## src/rtl/fetch_pkg.sv

```systemverilog
// Shared types and constants for the instruction fetch unit: FSM states,
// the NOP encoding, opcode values and instruction field positions.
package fetch_pkg;

    typedef enum logic [1:0] {
        S_BOOT,
        S_FETCH,
        S_EXEC,
        S_ERR
    } fetch_state_t;

    localparam logic [31:0] NOP_INSTR = 32'h0000_0000;

    localparam logic [5:0] OP_RTYPE = 6'd0;
    localparam logic [5:0] OP_J     = 6'd2;
    localparam logic [5:0] OP_BEQ   = 6'd4;
    localparam logic [5:0] OP_LW    = 6'd35;
    localparam logic [5:0] OP_SW    = 6'd43;

    // Field positions: opcode in the top six bits, jump target in the low 26.
    localparam int OPC_HI = 31;
    localparam int OPC_LO = 26;
    localparam int TGT_W  = 26;

endpackage

```

## src/rtl/instr_fetch_unit_if.sv

```systemverilog
// Instruction memory request/acknowledge bus between the fetch unit and memory.
interface instr_fetch_unit_if;

    logic        req;
    logic [31:0] addr;
    logic        ack;
    logic [31:0] rdata;

    modport master (
        output req,
        output addr,
        input  ack,
        input  rdata
    );

    modport slave (
        input  req,
        input  addr,
        output ack,
        output rdata
    );

endinterface

```

## src/rtl/next_pc_calc.sv

```systemverilog
// Combinational next-PC selection: jump target, taken branch, or fall-through.
module next_pc_calc (
    input  logic [31:0] pc_plus4,
    input  logic [25:0] target,
    input  logic        branch,
    input  logic        alu_zero,
    input  logic        jump,
    output logic [31:0] next_pc
);

    logic signed [31:0] br_off;

    // Branch immediate lives in the low 16 bits of the same field as the jump target.
    assign br_off = {{14{target[15]}}, target[15:0], 2'b00};

    always_comb begin
        next_pc = pc_plus4;
        if (jump) begin
            next_pc = {pc_plus4[31:28], target, 2'b00};
        end else if (branch && alu_zero) begin
            next_pc = pc_plus4 + $unsigned(br_off);
        end
    end

endmodule

```

## src/rtl/instr_fetch_unit.sv

```systemverilog
// Fetch unit: owns the PC, fetches one instruction per step over a req/ack
// bus, holds it for execution, then advances the PC when the datapath is done.
module instr_fetch_unit
    import fetch_pkg::*;
#(
    parameter logic [31:0] RESET_PC = 32'h0000_0000,
    parameter int          MAX_WAIT = 16
) (
    input  logic                       clk,
    input  logic                       reset,
    instr_fetch_unit_if.master         imem,
    output logic [31:0]                instr,
    output logic [5:0]                 opcode,
    output logic                       instr_valid,
    output logic [31:0]                pc,
    output logic [31:0]                pc_plus4,
    input  logic                       branch,
    input  logic                       alu_zero,
    input  logic                       jump,
    input  logic                       exec_done,
    output logic                       fetch_err
);

    localparam int WCW = (MAX_WAIT > 2) ? $clog2(MAX_WAIT) : 1;
    localparam logic [WCW-1:0] WAIT_LAST = WCW'((MAX_WAIT == 0) ? 0 : MAX_WAIT - 1);

    fetch_state_t   state;
    fetch_state_t   state_next;
    logic [WCW-1:0] wait_cnt;
    logic           timeout;
    logic [31:0]    next_pc;

    assign pc_plus4  = pc + 32'd4;
    assign imem.addr = pc;
    assign timeout   = (MAX_WAIT != 0) && (wait_cnt == WAIT_LAST);
    assign opcode    = instr_valid ? instr[OPC_HI:OPC_LO] : 6'd0;

    next_pc_calc u_next_pc (
        .pc_plus4 (pc_plus4),
        .target   (instr[TGT_W-1:0]),
        .branch   (branch),
        .alu_zero (alu_zero),
        .jump     (jump),
        .next_pc  (next_pc)
    );

    always_ff @(posedge clk) begin
        if (reset) begin
            state <= S_BOOT;
        end else begin
            state <= state_next;
        end
    end

    always_comb begin
        state_next = state;
        unique case (state)
            S_BOOT:  state_next = S_FETCH;
            S_FETCH: begin
                if (imem.ack) begin
                    state_next = S_EXEC;
                end else if (timeout) begin
                    state_next = S_ERR;
                end
            end
            S_EXEC:  if (exec_done) state_next = S_FETCH;
            S_ERR:   state_next = S_ERR;
            default: state_next = S_BOOT;
        endcase
    end

    // Bus request and valid are pure state decodes so no input reaches them combinationally.
    always_comb begin
        imem.req    = (state == S_FETCH);
        instr_valid = (state == S_EXEC);
    end

    always_ff @(posedge clk) begin
        if (reset) begin
            pc        <= RESET_PC;
            instr     <= NOP_INSTR;
            fetch_err <= 1'b0;
            wait_cnt  <= '0;
        end else begin
            unique case (state)
                S_BOOT: wait_cnt <= '0;
                S_FETCH: begin
                    if (imem.ack) begin
                        instr <= imem.rdata;
                    end else begin
                        wait_cnt <= wait_cnt + 1'b1;
                        if (timeout) fetch_err <= 1'b1;
                    end
                end
                S_EXEC: begin
                    if (exec_done) begin
                        pc       <= next_pc;
                        wait_cnt <= '0;
                    end
                end
                S_ERR: ;
                default: ;
            endcase
        end
    end

endmodule

```

## src/flat_wrapper.sv

```systemverilog
// flat-port wrapper written by rule: the top's interface ports become plain ports
module instr_fetch_unit_flat import fetch_pkg::*;
#(
    parameter logic [31:0] RESET_PC = 32'h0000_0000,
    parameter int          MAX_WAIT = 16
)
  (clk, reset, instr, opcode, instr_valid, pc, pc_plus4, branch, alu_zero, jump, exec_done, fetch_err, imem_req, imem_addr, imem_ack, imem_rdata);
  instr_fetch_unit_if imem_i ();
  input  logic clk;
  input  logic reset;
  output logic [31:0] instr;
  output logic [5:0] opcode;
  output logic instr_valid;
  output logic [31:0] pc;
  output logic [31:0] pc_plus4;
  input  logic branch;
  input  logic alu_zero;
  input  logic jump;
  input  logic exec_done;
  output logic fetch_err;
  output wire logic [$bits(imem_i.req)-1:0] imem_req;
  output wire logic [$bits(imem_i.addr)-1:0] imem_addr;
  input wire logic [$bits(imem_i.ack)-1:0] imem_ack;
  input wire logic [$bits(imem_i.rdata)-1:0] imem_rdata;
  assign imem_req = imem_i.req;
  assign imem_addr = imem_i.addr;
  assign imem_i.ack = imem_ack;
  assign imem_i.rdata = imem_rdata;
  instr_fetch_unit #(.RESET_PC(RESET_PC), .MAX_WAIT(MAX_WAIT)) u_core (.clk(clk), .reset(reset), .imem(imem_i), .instr(instr), .opcode(opcode), .instr_valid(instr_valid), .pc(pc), .pc_plus4(pc_plus4), .branch(branch), .alu_zero(alu_zero), .jump(jump), .exec_done(exec_done), .fetch_err(fetch_err));
endmodule
```

## config.mk

```make
export PLATFORM = sky130hd
export DESIGN_NAME = instr_fetch_unit_flat
export DESIGN_NICKNAME = d
export VERILOG_FILES = /design/src/rtl/fetch_pkg.sv /design/src/rtl/instr_fetch_unit_if.sv /design/src/rtl/next_pc_calc.sv /design/src/rtl/instr_fetch_unit.sv /design/src/flat_wrapper.sv
export SDC_FILE = /design/constraint.sdc
export NUM_CORES = 1
export LEC_CHECK = 0
export CORE_ASPECT_RATIO = 1.5
export CORE_MARGIN = 2
export CORE_UTILIZATION = 40
export CTS_CLUSTER_DIAMETER = 80
export CTS_CLUSTER_SIZE = 40
export DETAILED_ROUTE_END_ITERATION = 12
export PLACE_DENSITY = 0.73
export SYNTH_ARGS = -nofsm -noshare
export SYNTH_HDL_FRONTEND = slang
export SYNTH_SLANG_ARGS = --single-unit
```

## constraint.sdc

```tcl
create_clock -name clk -period 3.3 [get_ports clk]
set_input_delay 0.66 -clock clk [delete_from_list [all_inputs] [get_ports clk]]
set_output_delay 0.66 -clock clk [all_outputs]
set_load 0.03 [all_outputs]
```

# ---- Yosys cells after proc, flatten, opt, wreduce, memory -nomap -nowiden
# Index checks and enable logic that the tools add are counted.
dict set report totals {
  output_inout_bits 137
  reg_bits 71
  word_cells 34
}
dict set report classes {
  bitwise_logic 1
  reduce_logical 8
  addsub 3
  muxes 10
  eq_ne 7
}
# operator n
set ops {}
lappend ops {{32-bit 2-to-1 mux} 2}
lappend ops {{32-bit by 3-bit adder with 32-bit output, second input constant} 1}
lappend ops {{32-bit adder} 1}
lappend ops {{4-bit case mux with 3 select lines} 1}
lappend ops {{4-bit 2-to-1 mux} 2}
lappend ops {{2-bit case mux with 4 select lines} 1}
lappend ops {{2-bit 2-to-1 mux} 3}
lappend ops {{6-bit 2-to-1 mux} 1}
lappend ops {{2-bit AND reduction} 3}
lappend ops {{3-bit AND reduction} 2}
lappend ops {{4-bit by 1-bit adder with 4-bit output, second input constant} 1}
lappend ops {{2-bit equality test, second input constant} 2}
lappend ops {{4-bit equality test, second input constant} 1}
lappend ops {{2-bit inequality test, second input constant} 2}
lappend ops {{3-bit by 1-bit inequality test with 1-bit output, second input constant} 1}
lappend ops {{3-bit nonzero test} 1}
lappend ops {{2-bit by 1-bit equality test with 1-bit output, second input constant} 1}
lappend ops {{2-bit logical NOT} 1}
lappend ops {{1-bit logical AND} 1}
lappend ops {{1-bit inverter} 1}

# ---- Depth between registers and ports, before layout
dict set report depth {
  ltp_word 4
  mapped_depth 15
  ltp_nobuf 14
}

# ---- Modules after synthesis
# From an unflattened synthesis, not the netlist that was laid out.
dict set report hier_totals {
  hier_cells 765
  area_unflattened_um2 5590.4
}
# module n_inst cells_per_inst seq_area_each_um2 area_each_um2
set by_module_without_submodules {}
lappend by_module_without_submodules {instr_fetch_unit 1 438 1421.4 3363.2}
lappend by_module_without_submodules {next_pc_calc 1 327 0.0 2227.1}

# ---- Worst setup path before layout
# No wires, ideal clock.
dict set report synth_timing {
  kind {register -> register}
  startpoint {register u_core.pc[4] (netlist: u_core.imem.addr[4])}
  endpoint {register u_core.pc[31] (netlist: u_core.imem.addr[31])}
  arrival_time_ns 4.064
  synth_period_minus_slack_ns 4.181
  path_slack_ns -0.881
  required_ns 3.183
  path_stages_with_launch 15
  path_cell_list {dfxtp_1 > and3_1 > nand3_1 > nor3_1 > nand2_1 > xnor2_1 > ha_1 > o21a_1 > nor2_1 > o21ai_0 > a41oi_1 > a211oi_1 > or3_1 > a31o_2 > a32o_1}
}
dict set report synth_via {
  elab_chain_len 4
}
# item line
set synth_lines {}
lappend synth_lines {{start: declaration} instr_fetch_unit.sv:15} ;# output logic [31:0] pc,
lappend synth_lines {{start signal: assignment} instr_fetch_unit.sv:97} ;# pc <= next_pc;
lappend synth_lines {{32-bit by 3-bit adder with 32-bit output} instr_fetch_unit.sv:33} ;# assign pc_plus4 = pc + 32'd4;
lappend synth_lines {{net pc_plus4[19]} flat_wrapper.sv:15} ;# output logic [31:0] pc_plus4;
lappend synth_lines {{32-bit adder} next_pc_calc.sv:21} ;# next_pc = pc_plus4 + $unsigned(br_off);
lappend synth_lines {{32-bit 2-to-1 mux} next_pc_calc.sv:20} ;# end else if (branch && alu_zero) begin
lappend synth_lines {{32-bit 2-to-1 mux} next_pc_calc.sv:18} ;# if (jump) begin
# The timed path passes the listed nets, and every way through them passes these cells.
# A chain may end at the register's enable or synchronous reset.

# ---- Worst setup path in the final report
dict set report layout_timing {
  startpoint {register u_core.pc[15] (netlist: u_core.imem.addr[15])}
  endpoint {register u_core.pc[31] (netlist: u_core.imem.addr[31])}
}
dict set report layout_via {
  elab_chain_len 4
}
# item line
set layout_lines {}
lappend layout_lines {{32-bit by 3-bit adder with 32-bit output *} instr_fetch_unit.sv:33}
lappend layout_lines {{32-bit adder} next_pc_calc.sv:21}
lappend layout_lines {{32-bit 2-to-1 mux} next_pc_calc.sv:20}
lappend layout_lines {{32-bit 2-to-1 mux *} next_pc_calc.sv:18}
# Every way passes the cells marked *; elsewhere a longest branch is shown, timed or not.

==> run summary <==
Worst-case clock skew -> 5.55 ps
Residual DRC count -> 0
Ys flop type -> dfxtp_1
Hold Slack -> 474 ps
DP Worst Slack -> -243 ps
Reg power frac -> 35.9%
Failing checks -> setup timing
Final wirelength -> 22.2 mm
Worst Hold Class -> flip-flop to flip-flop
Area Overhead vs Synth -> 70.9%
WP data required -> 3530 ps
Final GP Congestion -> 0.943
Slew margin rel. -> 39.0%
Vias -> 6596
Cell-internal power -> 1.68 mW
Area contributors post-synth -> dfxtp_1 25%, nand2_1 8.6%, ha_1 8.4%, a21oi_1 7.2%, xnor2_1 5.1%
Final setup fails -> 1
Initial antenna violation count -> 0
Area leader, netlist -> dfxtp_1
Ant. Diodes -> 0
Synthesized area per cell -> 7.53 um2
Yosys Warn Count -> 0
Final ANT Viol Nets -> 0
Maxcap violations -> 0
Post-synth cell types -> 70
Rows -> 52
Starting Density -> 40.9%
Post-synth EDFFs -> 0
CTS tree -> done
CTS Buf Count -> 9
HPWL Detailed -> 16.8 mm
CTS Sinks -> 69
Part of the power in combinational logic -> 25.1%
Max Root-Sink Buffers -> 2
DRT iter0 DRCs -> 305
Fillers -> 1110
First-pass GRT wire length -> 33.9 mm
Crit path max fanout -> 5
Pwr/cell area -> 263 nW/um2
Port Buf Inserts -> 169
Synthesized flop and latch total -> 69
Clk Latency, worst-skew pair -> 340 ps
Core Util, Final -> 69.8%
Crit share post-route -> 101%
Detailed Routing Iterations Pass 1 -> 7
Pin count of the biggest net entering global routing -> 49
GRT Overall Usage -> 29.2%
Syn Inst Count -> 734
Sw Share -> 32.4%
DR vias/cell -> 5.64
Fraction of registers with async set or reset after synthesis -> 0%
Clk network pwr share -> 39.0%
Final Hold Viols -> 0
Outcome -> finished, violations left
# IOs -> 176
Grt ovf -> 0
Top-area cell type share of the netlist area -> 25.0%
Leak -> 3.89 nW
Max frequency -> 301 MHz
Net Switching -> 806 uW
Sequential area share after synthesis -> 25.0%
Total negative setup slack -> -26.3 ps
Mapped cell area -> 5530 um2
Worst path arrival time -> 3560 ps
Critical path class -> flip-flop to flip-flop
Core box area -> 13500 um2
Final-report max-slew violation count -> 0
Slew @ Worst Pin -> 914 ps
Routed len/inst -> 19.0 um
Die area -> 14800 um2
CTS clk-pin slew, worst paths -> 60 ps
Die Width -> 100 um
Max VDD drop -> 223 uV
Worst reg2reg setup slack -> -30 ps
Nets@finish -> 1080
Critical Path Start Type -> flip-flop
Hold_buf cts -> 0
Fin worst setup slack -> -26.3 ps
Post-route minimum period -> 3330 ps
Die Y -> 148 um
Root Driver -> clkbuf_16
CTS H-tree lvls -> 3
Vias in the first global route -> 6705
Worst setup EP type -> flip-flop
Layout cells sized above 1 -> 31.1%
RSZ-0062 raised after global routing -> yes
PnR Total Power -> 2.49 mW
[final cells by class]
cell class                 count  area [um2]  area share [%]
inverter                      12        45.0           0.477
clock buffer                  11         254            2.69
multi-input combinational    588        4580            48.5
tap                          162         203            2.15
timing repair buffer         323        2880            30.5
sequential                    69        1450            15.3
clock inverter                 5        33.8           0.358
[metal layers]
metal | track usage (%) | up-vias | part of all wire (%)
li1 | - | 3121 | -
met1 | 31.9 | 3164 | 37
met3 | 3.40 | 61 | 4.7
met5 | 0 | - | 0
met2 | 54.5 | 250 | 54
met4 | 14.6 | 0 | 4.0
[stage by stage]
step | instances | cell area (um2)
after floorplan | 739 | 6130
after global placement | 1129 | 8590
after detailed placement | 1129 | 8590
after CTS | 1153 | 9110
after global routing | 1170 | 9450
final | 1170 | 9450
[repair_timing]
item | in CTS | in global routing
pin swaps | 21 | 26
setup buffers | 8 | 17
setup endpoints to repair | 21 | 20
resized for setup | 36 | 45
[cells in the mapped netlist (3+ instances only)]
| cell | number |
|---|---|
| a211oi_1 | 16 |
| a21o_1 | 13 |
| a21oi_1 | 80 |
| a31o_2 | 3 |
| a31oi_1 | 10 |
| a41oi_1 | 3 |
| and2_1 | 14 |
| and3_1 | 7 |
| buf_1 | 3 |
| buf_4 | 36 |
| clkbuf_1 | 29 |
| dfxtp_1 | 69 |
| ha_1 | 37 |
| inv_1 | 12 |
| mux2i_1 | 3 |
| nand2_1 | 127 |
| nand2b_1 | 5 |
| nand3_1 | 18 |
| nand4_1 | 8 |
| nor2_1 | 50 |
| nor3_1 | 23 |
| o211ai_1 | 14 |
| o21a_1 | 5 |
| o21ai_0 | 28 |
| o21bai_1 | 3 |
| o31ai_1 | 4 |
| o41ai_1 | 3 |
| or2_2 | 3 |
| or3_1 | 5 |
| xnor2_1 | 32 |
| xor2_1 | 21 |
[power by group through the flow]
stage | sequential, mW | clock (mW) | combinational (mW)
after floorplan | 0.966 | 0 | 0.288
after global placement | 0.906 | 0 | 0.588
after detailed placement | 0.908 | 0 | 0.597
after CTS | 0.891 | 0.980 | 0.604
after global routing | 0.896 | 1.01 | 0.666
final | 0.893 | 0.970 | 0.625
[critical path, stage by stage, from the launching register on]
cell	delay, ps
dfxtp_4	340
and3_4	200
nand3_4	120
buf_4	170
nor3_4	230
nand2_1	170
xnor2_4	250
ha_4	240
o21a_1	190
nor2_2	140
o21ai_2	90
a41oi_2	190
a211oi_2	90
or3_4	340
a31o_2	210
a32o_1	250
[state kept, by name (all words and copies together) (netlist names)]
| signal | flops |
|---|---|
| u_core.fetch_err | 1 |
| u_core.wait_cnt | 4 |
| u_core.imem.addr | 30 |
| u_core.state | 2 |
| u_core.instr | 32 |
[path summary, 6_finish.rpt]
| kind | cells after the start | start | endpoint |
|---|---|---|---|
| worst max-delay path | 15 | u_core.imem.addr[15]$_SDFFE_PP0P_ | u_core.imem.addr[31]$_SDFFE_PP0P_ |
| worst min-delay path | 2 | u_core.instr[26]$_SDFFE_PP0P_ | u_core.instr[26]$_SDFFE_PP0P_ |
| worst max register to register | 15 | u_core.imem.addr[15]$_SDFFE_PP0P_ | u_core.imem.addr[31]$_SDFFE_PP0P_ |
| worst min register to register | 2 | u_core.instr[26]$_SDFFE_PP0P_ | u_core.instr[26]$_SDFFE_PP0P_ |
[placed cells by master, fill, tap and decap left out, drive strengths merged, types with 5 or more instances in the layout]
| master | netlist | layout |
|---|---|---|
| nand3 | 21 | 21 |
| a21oi | 83 | 83 |
| nand2 | 127 | 127 |
| dfxtp | 69 | 69 |
| and2 | 14 | 14 |
| xor2 | 21 | 21 |
| o211ai | 15 | 15 |
| nor2 | 50 | 50 |
| a31oi | 10 | 10 |
| nand2b | 5 | 5 |
| ha | 37 | 37 |
| buf | 40 | 157 |
| a21o | 13 | 13 |
| a211oi | 16 | 16 |
| o21a | 5 | 5 |
| clkdlybuf4s50 | 0 | 155 |
| xnor2 | 32 | 32 |
| nand4 | 8 | 8 |
| conb | 1 | 6 |
| clkbuf | 30 | 13 |
| nor3 | 23 | 23 |
| or3 | 6 | 6 |
| inv | 12 | 13 |
| dlygate4sd2 | 0 | 5 |
| and3 | 8 | 8 |
| o21ai | 30 | 30 |
[cell families (layout without fill, tap and decap cells)]
group | after synthesis | after routing | share of synthesized area (%)
buffers and inverters | 82 | 351 | 8.33
XOR/XNOR | 53 | 53 | 8.40
multiplexers | 3 | 3 | 0.543
other | 1 | 6 | 0.0678
adder cells (fa/ha/maj) | 38 | 38 | 8.73
AO/OA/AOI/OAI | 210 | 210 | 25.1
AND/OR/NAND/NOR | 278 | 278 | 23.8
flip-flops | 69 | 69 | 25.0
No activity file was read; power rests on OpenSTA's default activity.
